[src/rtl/input_triggered_fsm_if.sv]
// Trigger/status bundle for the one-shot sequencer.
// The master drives the trigger and the slave (the sequencer) reports its status.
interface input_triggered_fsm_if;
    logic trigger;
    logic active;
    logic done;

    modport master (output trigger, input active, input done);
    modport slave  (input trigger, output active, output done);
endinterface

[src/rtl/input_triggered_fsm.sv]
// One-shot sequencer: a sampled trigger starts a timed ACTIVE window, then a timed DONE pulse.
// All outputs are registered and change together with the state.
module input_triggered_fsm #(
    parameter int unsigned ACTIVE_CYCLES = 2,
    parameter int unsigned DONE_CYCLES   = 1,
    parameter bit          RETRIGGER     = 1'b0
) (
    input  logic                         clk,
    input  logic                         reset,
    input_triggered_fsm_if.slave         bus
);

    typedef enum logic [1:0] {
        StIdle   = 2'b00,
        StActive = 2'b01,
        StDone   = 2'b10
    } state_e;

    localparam logic [7:0] ActLoad  = 8'(ACTIVE_CYCLES - 1);
    localparam logic [7:0] DoneLoad = 8'(DONE_CYCLES - 1);

    state_e     state_q, state_d;
    logic [7:0] cnt_q, cnt_d;
    logic       active_q, active_d;
    logic       done_q, done_d;

    always_comb begin
        state_d = state_q;
        cnt_d   = cnt_q;
        case (state_q)
            StIdle: begin
                if (bus.trigger) begin
                    state_d = StActive;
                    cnt_d   = ActLoad;
                end
            end
            StActive: begin
                if (cnt_q == 8'd0) begin
                    state_d = StDone;
                    cnt_d   = DoneLoad;
                end else begin
                    cnt_d = cnt_q - 8'd1;
                end
            end
            StDone: begin
                if (cnt_q == 8'd0) begin
                    // Only the final DONE cycle may chain straight into a new run.
                    if (RETRIGGER && bus.trigger) begin
                        state_d = StActive;
                        cnt_d   = ActLoad;
                    end else begin
                        state_d = StIdle;
                        cnt_d   = 8'd0;
                    end
                end else begin
                    cnt_d = cnt_q - 8'd1;
                end
            end
            default: begin
                state_d = StIdle;
                cnt_d   = 8'd0;
            end
        endcase
        active_d = (state_d == StActive);
        done_d   = (state_d == StDone);
    end

    always_ff @(posedge clk) begin
        if (reset) begin
            state_q  <= StIdle;
            cnt_q    <= 8'd0;
            active_q <= 1'b0;
            done_q   <= 1'b0;
        end else begin
            state_q  <= state_d;
            cnt_q    <= cnt_d;
            active_q <= active_d;
            done_q   <= done_d;
        end
    end

    assign bus.active = active_q;
    assign bus.done   = done_q;

endmodule

[src/flat_wrapper.sv]
// flat-port wrapper written by rule: the top's interface ports become plain ports
module input_triggered_fsm_flat 
#(
    parameter int unsigned ACTIVE_CYCLES = 2,
    parameter int unsigned DONE_CYCLES   = 1,
    parameter bit          RETRIGGER     = 1'b0
)
  (clk, reset, bus_trigger, bus_active, bus_done);
  input_triggered_fsm_if bus_i ();
  input  logic clk;
  input  logic reset;
  input wire logic [$bits(bus_i.trigger)-1:0] bus_trigger;
  output wire logic [$bits(bus_i.active)-1:0] bus_active;
  output wire logic [$bits(bus_i.done)-1:0] bus_done;
  assign bus_i.trigger = bus_trigger;
  assign bus_active = bus_i.active;
  assign bus_done = bus_i.done;
  input_triggered_fsm #(.ACTIVE_CYCLES(ACTIVE_CYCLES), .DONE_CYCLES(DONE_CYCLES), .RETRIGGER(RETRIGGER)) u_core (.clk(clk), .reset(reset), .bus(bus_i));
endmodule
[config.mk]
export PLATFORM = sky130hd
export DESIGN_NAME = input_triggered_fsm_flat
export DESIGN_NICKNAME = d
export VERILOG_FILES = /design/src/rtl/input_triggered_fsm_if.sv /design/src/rtl/input_triggered_fsm.sv /design/src/flat_wrapper.sv
export SDC_FILE = /design/constraint.sdc
export NUM_CORES = 1
export LEC_CHECK = 0
export CAP_MARGIN = 10
export CELL_PAD_IN_SITES_DETAIL_PLACEMENT = 0
export CELL_PAD_IN_SITES_GLOBAL_PLACEMENT = 1
export CORE_UTILIZATION = 41
export DETAILED_ROUTE_END_ITERATION = 10
export GPL_TIMING_DRIVEN = 1
export PLACE_DENSITY_LB_ADDON = 0.3
export SYNTH_ARGS = -nofsm -noshare
export SYNTH_HDL_FRONTEND = slang
export SYNTH_SLANG_ARGS = --single-unit
[constraint.sdc]
create_clock -name clk -period 1.8 [get_ports clk]
set_input_delay 0.27 -clock clk [delete_from_list [all_inputs] [get_ports clk]]
set_output_delay 0.27 -clock clk [all_outputs]
set_load 0.005 [all_outputs]
==> flow_metrics.tcl, run 1 <==
set metrics [dict create \
    cap_violations 0 \
    synth_seq_cells 12 \
    p_int_mw 0.635 \
    setup_viol 0 \
    avgSynthCellArea_um2 8.89 \
    drv_slew 0 \
    cts_setup_buffers 0 \
    core-area_mm2 0.00151 \
    dieArea_mm2 0.00177 \
    drc_errors 0 \
    antenna_left 0 \
    synthTopCellsByArea "dfxtp_1 37%, ha_1 11%, nor2_1 8.0%" \
    worst_setup_path_start_kind "flip-flop" \
    n_antenna_cell 0 \
    antenna_found_initial 0 \
    die_h_um 42.1 \
    synth_common_cells "14 x nor2_1, 12 x dfxtp_1, 6 x ha_1" \
    rsz0062_at_grt "no" \
    fin_tns_setup_ns 0 \
    critical_path_class "reg2reg" \
    grt_pass1_vias 466 \
    comb_power_share_pct 45.8 \
    fin_nets 91 \
    drt-total-wl_mm 1.12 \
    routed_via_density 5.36 \
    p_sw_mw 0.432 \
    final_core_util_pct 49.3 \
    hpwl_um 889 \
    crit_fanout 5 \
    max_slew_margin_pct 79.4 \
    vias 515 \
    grtUsageTotal_pct 15.0 \
    place_area_um2 714 \
    clock_path_buffers 2 \
    hold_viol 0 \
    dp_slack_ns 0.139 \
    wl_per_cell_um 11.6 \
    yosys.area.top_type "dfxtp_1" \
    p_leak_nw 0.299 \
    fin_crit_sh_pct 85.8 \
    rows 14 \
    grt_max_degree 9 \
    status "complete, no violations" \
    synth-main-ff-cell "dfxtp_1" \
    cts_repair_resize_count 0 \
    syn_area_um2 658 \
    dieWidth_um 42.1 \
    synth_cell_type_count 28 \
    syn-num-nets 83 \
    holdBufCountCts 0 \
    skew_ns 0.00696 \
    max_slew.worst_pin.slew_ns 0.306 \
    io_buffer_count 4 \
    clockPowerShare_pct 14.8 \
    start_util_pct 43.7 \
    clock_sinks 12 \
    p_seq_share_pct 39.4 \
    place_inst 93 \
    numCtsBuffers 3 \
    final_cell_count_no_fill 96 \
    cts_tree "yes" \
    ys_async_sr_fraction_pct 0 \
    cts_root_buf "clkbuf_4" \
    grt_pass1_wl_mm 1.99 \
    synth_edf_count 0 \
    clk_latency_ns 0.27 \
    final_area_um2 742 \
    max_freq_mhz 648 \
    hold_path_class "reg2reg" \
    boundaryPins 5 \
    min_period_ns 1.54 \
    synth-warning-count 0 \
    yosysTopAreaCellShare_pct 36.5 \
    drive_gt1_share_pct 10.0 \
    dr.pass1.iters 4 \
    path_clk_slew_ns 0.07 \
    synth_most_common_cell "nor2_1" \
    gp_congestion 0.786 \
    ys_seq_area_share_pct 36.5 \
    overflow 0 \
    drt_iter0_markers 7 \
    end_kind "flip-flop" \
    n_fill_cell 157 \
    cts_htree_levels 1 \
    vdd_drop_max_mv 0.547 \
    required_ns 1.98 \
    switching_share_pct 40.5 \
    layout_setup_ws_ns 0.256 \
    power_density_mw_per_mm2 1440 \
    syn_inst 74 \
    crit_arrival_ns 1.72 \
    syn2layout_area_growth_pct 12.7 \
]
-- final cells by class --
cell class / instances / area [um^2] / share of cell area (%)
repair buffers: 4 / 40.0 / 5.40
multi-input cells: 57 / 404 / 54.5
flip-flops and latches: 12 / 240 / 32.4
well taps: 16 / 20.0 / 2.70
inverters: 4 / 15.0 / 2.02
clock buffers: 3 / 22.5 / 3.04
-- through the flow --
step                power [mW]  hold WS, ns
CTS                       1.07        0.535
global route              1.17        0.591
detailed placement       0.909        0.518
global placement         0.918        0.517
floorplan                0.807        0.339
finish                    1.07        0.553
-- cell families after synthesis --
logic type / Yosys count / share of synthesized area, %
AOI/OAI and AO/OA: 11 / 14.1
xor gates and xnor gates: 5 / 6.65
buffers and inverters: 5 / 2.85
and+or+nand+nor: 35 / 28.5
adders and majority gates: 6 / 11.4
DFF: 12 / 36.5
-- worst max-delay path, cell delays in order (launching register included) --
cell and delay [ns]:
dfxtp_1 0.38, inv_1 0.09, ha_1 0.25, nor2b_1 0.19
o31a_1 0.33, nor4_2 0.21
-- registers in the layout (all words and copies together), names as in the netlist --
name	flops
u_core.bus.active	1
u_core.state_q	2
u_core.cnt_q	8
u_core.bus.done	1
-- power groups by stage --
| stage | logic (mW) | clock network [mW] | registers [mW] |
|---|---|---|---|
| 2_1_floorplan | 0.401 | 0 | 0.405 |
| 3_3_place_gp | 0.494 | 0 | 0.424 |
| 3_5_place_dp | 0.485 | 0 | 0.424 |
| 4_1_cts | 0.487 | 0.169 | 0.418 |
| 5_1_grt | 0.553 | 0.184 | 0.429 |
| 6_report | 0.488 | 0.158 | 0.421 |
-- layout by cell type, fill, tap and decap left out, types with 2 or more instances in the layout --
master / instances
ha_1: 6
xor2_1: 4
nor3_1: 5
dfxtp_1: 12
nor2_1: 14
inv_1: 4
nand3_1: 4
a31oi_1: 2
nand2_1: 3
a21oi_1: 2
clkdlybuf4s50_1: 4
clkbuf_4: 3
-- layer usage --
layer	vias to the layer above	share of wire [%]	GRT usage, %
li1	269	-	-
met1	234	48	18.0
met2	10	45	23.1
met3	2	5.0	8.62
met4	0	1.2	3.75
met5	-	0	0
-- path summary, 6_finish.rpt --
| kind | startpoint | to | slack [ns] | cells after the start |
|---|---|---|---|---|
| max | u_core.state_q[0]$_SDFF_PP0_ | u_core.bus.active$_SDFF_PP0_ | 0.26 | 5 |
| min | u_core.cnt_q[1]$_SDFFE_PP0P_ | u_core.cnt_q[1]$_SDFFE_PP0P_ | 0.55 | 2 |
| max reg2reg | u_core.state_q[0]$_SDFF_PP0_ | u_core.bus.active$_SDFF_PP0_ | 0.26 | 5 |
| min reg2reg | u_core.cnt_q[1]$_SDFFE_PP0P_ | u_core.cnt_q[1]$_SDFFE_PP0P_ | 0.55 | 2 |
(Power assumes the default switching activity.)
==> inputs of run 2 (changes only) <==
--- a/config.mk
+++ b/config.mk
@@ -8,10 +8,12 @@
 export CAP_MARGIN = 10
 export CELL_PAD_IN_SITES_DETAIL_PLACEMENT = 0
 export CELL_PAD_IN_SITES_GLOBAL_PLACEMENT = 1
+export CORE_MARGIN = 2
 export CORE_UTILIZATION = 41
 export DETAILED_ROUTE_END_ITERATION = 10
 export GPL_TIMING_DRIVEN = 1
 export PLACE_DENSITY_LB_ADDON = 0.3
+export SKIP_LAST_GASP = 1
 export SYNTH_ARGS = -nofsm -noshare
 export SYNTH_HDL_FRONTEND = slang
 export SYNTH_SLANG_ARGS = --single-unit
==> run 2 against run 1 <==
Against the previous run: worst hold slack improved by 0.0018 ns; total power rose by 5.3%; sequential cell count did not move; first-iteration DRC count rose by 43%; global-route usage fell by 0.99 points; highest routed layer unchanged; sequential share of layout area fell by 0.59 points; wire length rose by 8.2%; design area rose by 1.9%; critical endpoint unchanged; fmax fell by 1.7%; register-to-register slack got worse by 0.03 ns; clock-buffer cell count rose by 1; critical path depth did not move.
==> flow_metrics.tcl, run 2 (synthesis results as in run 1) <==
set metrics [dict create \
    regMostFlops "u_core.cnt_q" \
    rsz0062_at_grt "no" \
    drt-total-wl_mm 1.21 \
    wl_per_cell_um 12.5 \
    seqCellArea_um2 240 \
    grtUsageTotal_pct 14.0 \
    path_clk_slew_ns 0.07 \
    p_leak_nw 0.306 \
    cts_tree "yes" \
    clock_sinks 12 \
    skew_ns 0.00240 \
    crit_arrival_ns 1.75 \
    grt_pass1_vias 463 \
    antenna_left 0 \
    cts_root_buf "clkbuf_4" \
    status "complete, no violations" \
    end_kind "flip-flop" \
    dieArea_mm2 0.00194 \
    crit_fanout 5 \
    worst_setup_path_start_kind "flip-flop" \
    reg_top3 "u_core.cnt_q (8), u_core.state_q (2)" \
    io_buffer_count 4 \
    fin_tns_setup_ns 0 \
    die_h_um 44.1 \
    fin_nets 91 \
    critical_path_class "reg2reg" \
    antenna_found_initial 0 \
    max_freq_mhz 637 \
    grt_util_met1_pct 16.7 \
    dr.pass1.iters 4 \
    rows 14 \
    grt_pass1_wl_mm 1.97 \
    n_antenna_cell 0 \
    clk_latency_ns 0.27 \
    layout_setup_ws_ns 0.230 \
    grt_max_degree 9 \
    vdd_drop_max_mv 0.690 \
    finalPower_mw 1.12 \
    multi_input_area_um2 404 \
    met2_usage_pct 22.1 \
    place_inst 93 \
    busiest_layer "met2" \
    layout_commonest_cell "nor2_1" \
    start_util_pct 43.7 \
    dp_slack_ns 0.0902 \
    clock_path_buffers 2 \
    cap_violations 0 \
    drc_errors 0 \
    required_ns 1.98 \
    dieWidth_um 44.1 \
    vias 515 \
    syn2layout_area_growth_pct 14.8 \
    grt_use_met3_pct 6.12 \
    hold_path_class "reg2reg" \
    numCtsBuffers 3 \
    max_slew.worst_pin.slew_ns 0.308 \
    core-area_mm2 0.00151 \
    drv_slew 0 \
    overflow 0 \
    drive_gt1_share_pct 11.1 \
    min_period_ns 1.57 \
    max_slew_margin_pct 79.2 \
    largest_reg_flops 8 \
    routed_via_density 5.31 \
    hold_viol 0 \
    layout_common_cells "14 x nor2_1, 12 x dfxtp_1, 6 x ha_1" \
    drt_iter0_markers 10 \
    final_cell_count_no_fill 97 \
    boundaryPins 5 \
    fin_crit_sh_pct 87.2 \
    hpwl_um 909 \
    setup_viol 0 \
    power_density_mw_per_mm2 1490 \
    gp_congestion 0.783 \
    n_fill_cell 152 \
    cts_htree_levels 1 \
]
==> run 2: changes by cell type in the layout (fill, tap and decap cells not counted), sizes merged <==
cell    before  now
clkbuf       3    4
==> run 2: what timing repair did <==
item | CTS | global route
hold buffers | 0 | 0
gates resized for setup | 0 | 1
setup buffers | 0 | 0
setup endpoints to repair | 0 | 8
==> run 2: cell type report <==
type / count / area share, %
flip-flops and latches: 12 / 31.8
repair buffers: 4 / 5.30
multi-input cells: 57 / 53.5
clock buffers: 4 / 4.80
inverters: 4 / 1.99
well taps: 16 / 2.65
==> run 2: where the power goes <==
part	switching [mW]	internal [mW]
combinational	0.268	0.224
clock	0.0857	0.123
sequential	0.0892	0.333
total	0.443	0.680
==> run 2: worst max-delay path: stages, from the launching register on <==
cell	delay (ns)
dfxtp_1	0.40
inv_1	0.10
ha_1	0.25
nor2b_1	0.19
o31a_1	0.33
nor4_2	0.22
==> run 2: final timing paths <==
check	startpoint	endpoint	slack, ns	cells after the start
hold reg to reg	u_core.cnt_q[7]$_SDFFE_PP0P_	u_core.cnt_q[7]$_SDFFE_PP0P_	0.55	2
hold / removal	u_core.cnt_q[7]$_SDFFE_PP0P_	u_core.cnt_q[7]$_SDFFE_PP0P_	0.55	2
setup reg to reg	u_core.state_q[0]$_SDFF_PP0_	u_core.bus.active$_SDFF_PP0_	0.23	5
setup / recovery	u_core.state_q[0]$_SDFF_PP0_	u_core.bus.active$_SDFF_PP0_	0.23	5
==> run 2: metal layers <==
metal  routed length (um)  vias to the layer above
li1                     -                      269
met1                  596                      229
met2                  543                       15
met3                   59                        2
met4                   10                        0
met5                    0                        -
==> run 2: stage by stage <==
step	util (%)	hold slack, ns	instance area [um^2]
floorplan	-	0.339	658
detailed placement	47.4	0.512	714
finish	50.2	0.554	756
global route	50.2	0.594	756
global placement	47.4	0.513	714
CTS	49.8	0.530	751
==> patch 1 (flow settings as in run 1) <==
Re-encode `state_e` (3 states) as one-hot, 3 bits wide.
--- a/src/rtl/input_triggered_fsm.sv
+++ b/src/rtl/input_triggered_fsm.sv
@@ -11,8 +11,8 @@
 );
 
-    typedef enum logic [1:0] {
-        StIdle   = 2'b00,
-        StActive = 2'b01,
-        StDone   = 2'b10
+    typedef enum logic [2:0] {
+        StIdle   = 3'b001,
+        StActive = 3'b010,
+        StDone   = 3'b100
     } state_e;
 
Formal check against the unedited RTL: no difference found for any inputs over 10 cycles, from zero or initial values and one cycle with reset high; not proved beyond that.
==> patch 1 against run 1 <==
  * The flow now finishes with violations (negative setup slack)
  * Power shrank 26%
  * Final area up 15%
  * Wire length grew 12%
  * Cell count increased by 6.3%
  * Sequential cell count rose by 1
  * Worst hold slack worse by 0.026 ns
  * Clock skew shrank 0.0039 ns
  * Synthesized area is 0.76% lower
  * Sequential power fell by 22%
  * Setup slack worse by 0.32 ns
  * Highest routed layer unchanged
==> patch 1: results (changes against run 1) <==
status=finished, violations left; failing checks=negative setup slack; met2 wire len=531 µm (+4.5%); pwr/cell area=934 mW/mm² (-35%); Cell variety after synth=29 (+3.6%); GRT Total Usage=16.1% (+1.2 points); worst r2r src=u_core.cnt_q[5]; worst stage delay on the critical path=0.56 ns (+0.18 ns); fraction of area in registers=30.8% (-1.6 points); RePlAce Congestion=0.787 (+0.13%); comb_multi_in=49 (-14%); initial drt markers=9 (+2); Net Sw Frac=30.1% (-10 points); Final Routed Wirelength=1260 µm (+12%); crit path DAT=2.03 ns (+0.31 ns); Avg WL per Cell=12.3 µm (+5.7%); ClkCell Share=3.09% (+0.057 points); filler instances=123 (-22%); Pwr Total=0.793 mW (-26%); via count=535 (+3.9%); setup bufs post-CTS=1 (+1); layout cells sized above 1=31.4% (+21 points); clk pwr=0.188 mW (+19%); Synth Register Bits=13 (+1); largest registers=u_core.cnt_q x8, u_core.state_q x3; met1 WL=664 µm (+23%); Max transition margin=77.5% (-2.0 points); fraction of area in multi-input gates=45.8% (-8.7 points); maximum VDD drop=466 µV (-15%); slowest CP cell=or4b_4; largest net degree at the start of global routing=11 (+2); placed cells=95 (+2.2%); Final setup viols=9 (+9); Min Hold Slack=0.526 ns (-0.0262 ns); Leak Pwr=0.351 nW (+18%); Cells after Synth=67 (-9.5%); dpl cell area=782 µm² (+9.5%); Placement Setup Slack=-0.119 ns (-0.258 ns); wire length on met3=35 µm (-38%); non-clk buf share=17.1% (+12 points); top fanout value on the critical path=7 (+2); Non-CTS buffers=18 (+14); Detailed Place HPWL=916 µm (+3.0%); first-pass GRT wire length=2100 µm (+5.9%); Mapped Nets=72 (-13%); worst-skew pair later-pin latency=0.28 ns; clock buf count=4 (+1); final setup margin=-0.0621 ns (-0.318 ns); top cells by area, synth=dfxtp_1, nor2_1, xor2_1
[patch 1: cell types whose count changed after synthesis, sizes merged, moves of 3 or more]
cell	run 1	this run
ha	6	2
nand3	4	1
nor3	5	0
nor4b	0	4
[patch 1: per-layer routing]
metal	up-vias	global-route usage, %
li1	280	-
met1	242	23.9
met2	9	20.6
met3	4	3.91
met4	0	9.68
met5	-	0
[patch 1: worst paths after layout]
check / to / depth (start not counted)
hold reg to reg: u_core.cnt_q[1] / 2
setup reg to reg: u_core.cnt_q[1] / 4
hold / removal: u_core.cnt_q[1] / 2
setup / recovery: u_core.cnt_q[1] / 4
[patch 1: cell families (layout without fill, tap and decap cells)]
logic type	Yosys count	after routing	share of synthesized area [%]
buf+inv	5	24	3.26
flops	13	13	39.8
xor+xnor	7	7	9.39
compound gates	9	9	12.6
fa+ha+maj	2	2	3.83
simple gates	31	31	31.0
[patch 1: critical path, delay by kind of cell (launching register included)]
kind | cells | cell delay, ns
compound gates | 2 | 0.32
flops | 1 | 0.33
simple gates | 2 | 1.10
==> patch 2 (flow settings as in run 1) <==
Without the edit above. `RETRIGGER` is set to 1'b0 in 2 places; all go to 1'b1.
--- a/src/rtl/input_triggered_fsm.sv
+++ b/src/rtl/input_triggered_fsm.sv
@@ -4,5 +4,5 @@
     parameter int unsigned ACTIVE_CYCLES = 2,
     parameter int unsigned DONE_CYCLES   = 1,
-    parameter bit          RETRIGGER     = 1'b0
+    parameter bit          RETRIGGER     = 1'b1
 ) (
     input  logic                         clk,
--- a/src/flat_wrapper.sv
+++ b/src/flat_wrapper.sv
@@ -4,5 +4,5 @@
     parameter int unsigned ACTIVE_CYCLES = 2,
     parameter int unsigned DONE_CYCLES   = 1,
-    parameter bit          RETRIGGER     = 1'b0
+    parameter bit          RETRIGGER     = 1'b1
 )
   (clk, reset, bus_trigger, bus_active, bus_done);
Check against the original RTL: not equivalent (Yosys sat finds a counterexample within 10 cycles, from zero or initial values and one cycle with reset high).
==> patch 2 against run 1 <==
  * Sequential cell count is the same
  * Highest routed layer unchanged
  * Wire length grew 34%
  * Critical path depth shrank 2
  * Synthesized area grew 1.1%
  * Count of clock-buffer cells in the layout is the same
  * Final area grew 1.0%
  * Power grew 55%
  * Setup slack lost 0.12 ns
  * Sequential share of layout area shrank 0.32 points
==> patch 2: results (changes against run 1) <==
status=completed; maximum VDD drop=966 µV (+77%); Fin Clk Skew=0.00858 ns (+0.00162 ns); Cell variety after synth=33 (+18%); top cells by area, synth=dfxtp_1, a221oi_1, ha_1; placed cells=94 (+1.1%); sequential power share=31.3% (-8.1 points); Mapped Nets=82 (-1.2%); Min Hold Slack=0.492 ns (-0.0603 ns); layout cells sized above 1=13.6% (+3.6 points); clk pwr=0.170 mW (+8%); R2R Path End=u_core.cnt_q[4]; WP depth=3 (-2); synth cell count leaders=dfxtp_1, inv_1, a21oi_1, clkbuf_1, or3_1; met2 wire len=691 µm (+36%); top fanout value on the critical path=7 (+2); fmax=0.600 GHz (-7.4%); via count=611 (+19%); vias in the first global route=529 (+14%); Avg WL per Cell=15.4 µm (+33%); power share of the combinational group=58.5% (+13 points); wire length on met3=48 µm (-14%); crit path DAT=1.80 ns (+0.08 ns); P_sw=0.761 mW (+76%); Leak Pwr=0.271 nW (-9.2%); CP startpoint=u_core.cnt_q[4]; R2R cell count=3 (-2); worst stage delay on the critical path=0.69 ns (+0.31 ns); Final Routed Wirelength=1500 µm (+34%)
-- patch 2: cell count changes in the layout (fill, tap and decap cells not counted), sizes merged, moves of 3 or more --
cell	change
or4	+3
ha	-4
or3	+4
o211ai	+3
o31ai	+3
nand3	-3
a221oi	+4
buf	+4
nor2	-11
-- patch 2: area by class of cell --
| type | count | area share [%] |
|---|---|---|
| clock buffers | 3 | 3.01 |
| inverters | 5 | 2.50 |
| multi-input cells | 53 | 50.4 |
| flip-flops and latches | 12 | 32.1 |
| well taps | 16 | 2.67 |
| repair buffers | 8 | 9.35 |
-- patch 2: logic make-up after synthesis --
family | count (synthesis) | share of synthesized area (%)
adder cells (fa/ha/maj) | 2 | 3.76
XOR/XNOR | 2 | 2.63
flip-flops | 12 | 36.1
AO/OA/AOI/OAI | 22 | 25.0
buffers and inverters | 12 | 7.14
AND/OR/NAND/NOR | 27 | 25.4
-- patch 2: layer usage --
layer,GRT usage [%],vias up
met1,25.0,295
li1,-,309
met3,9.05,2
met4,5.63,0
met5,0,-
met2,25.8,5
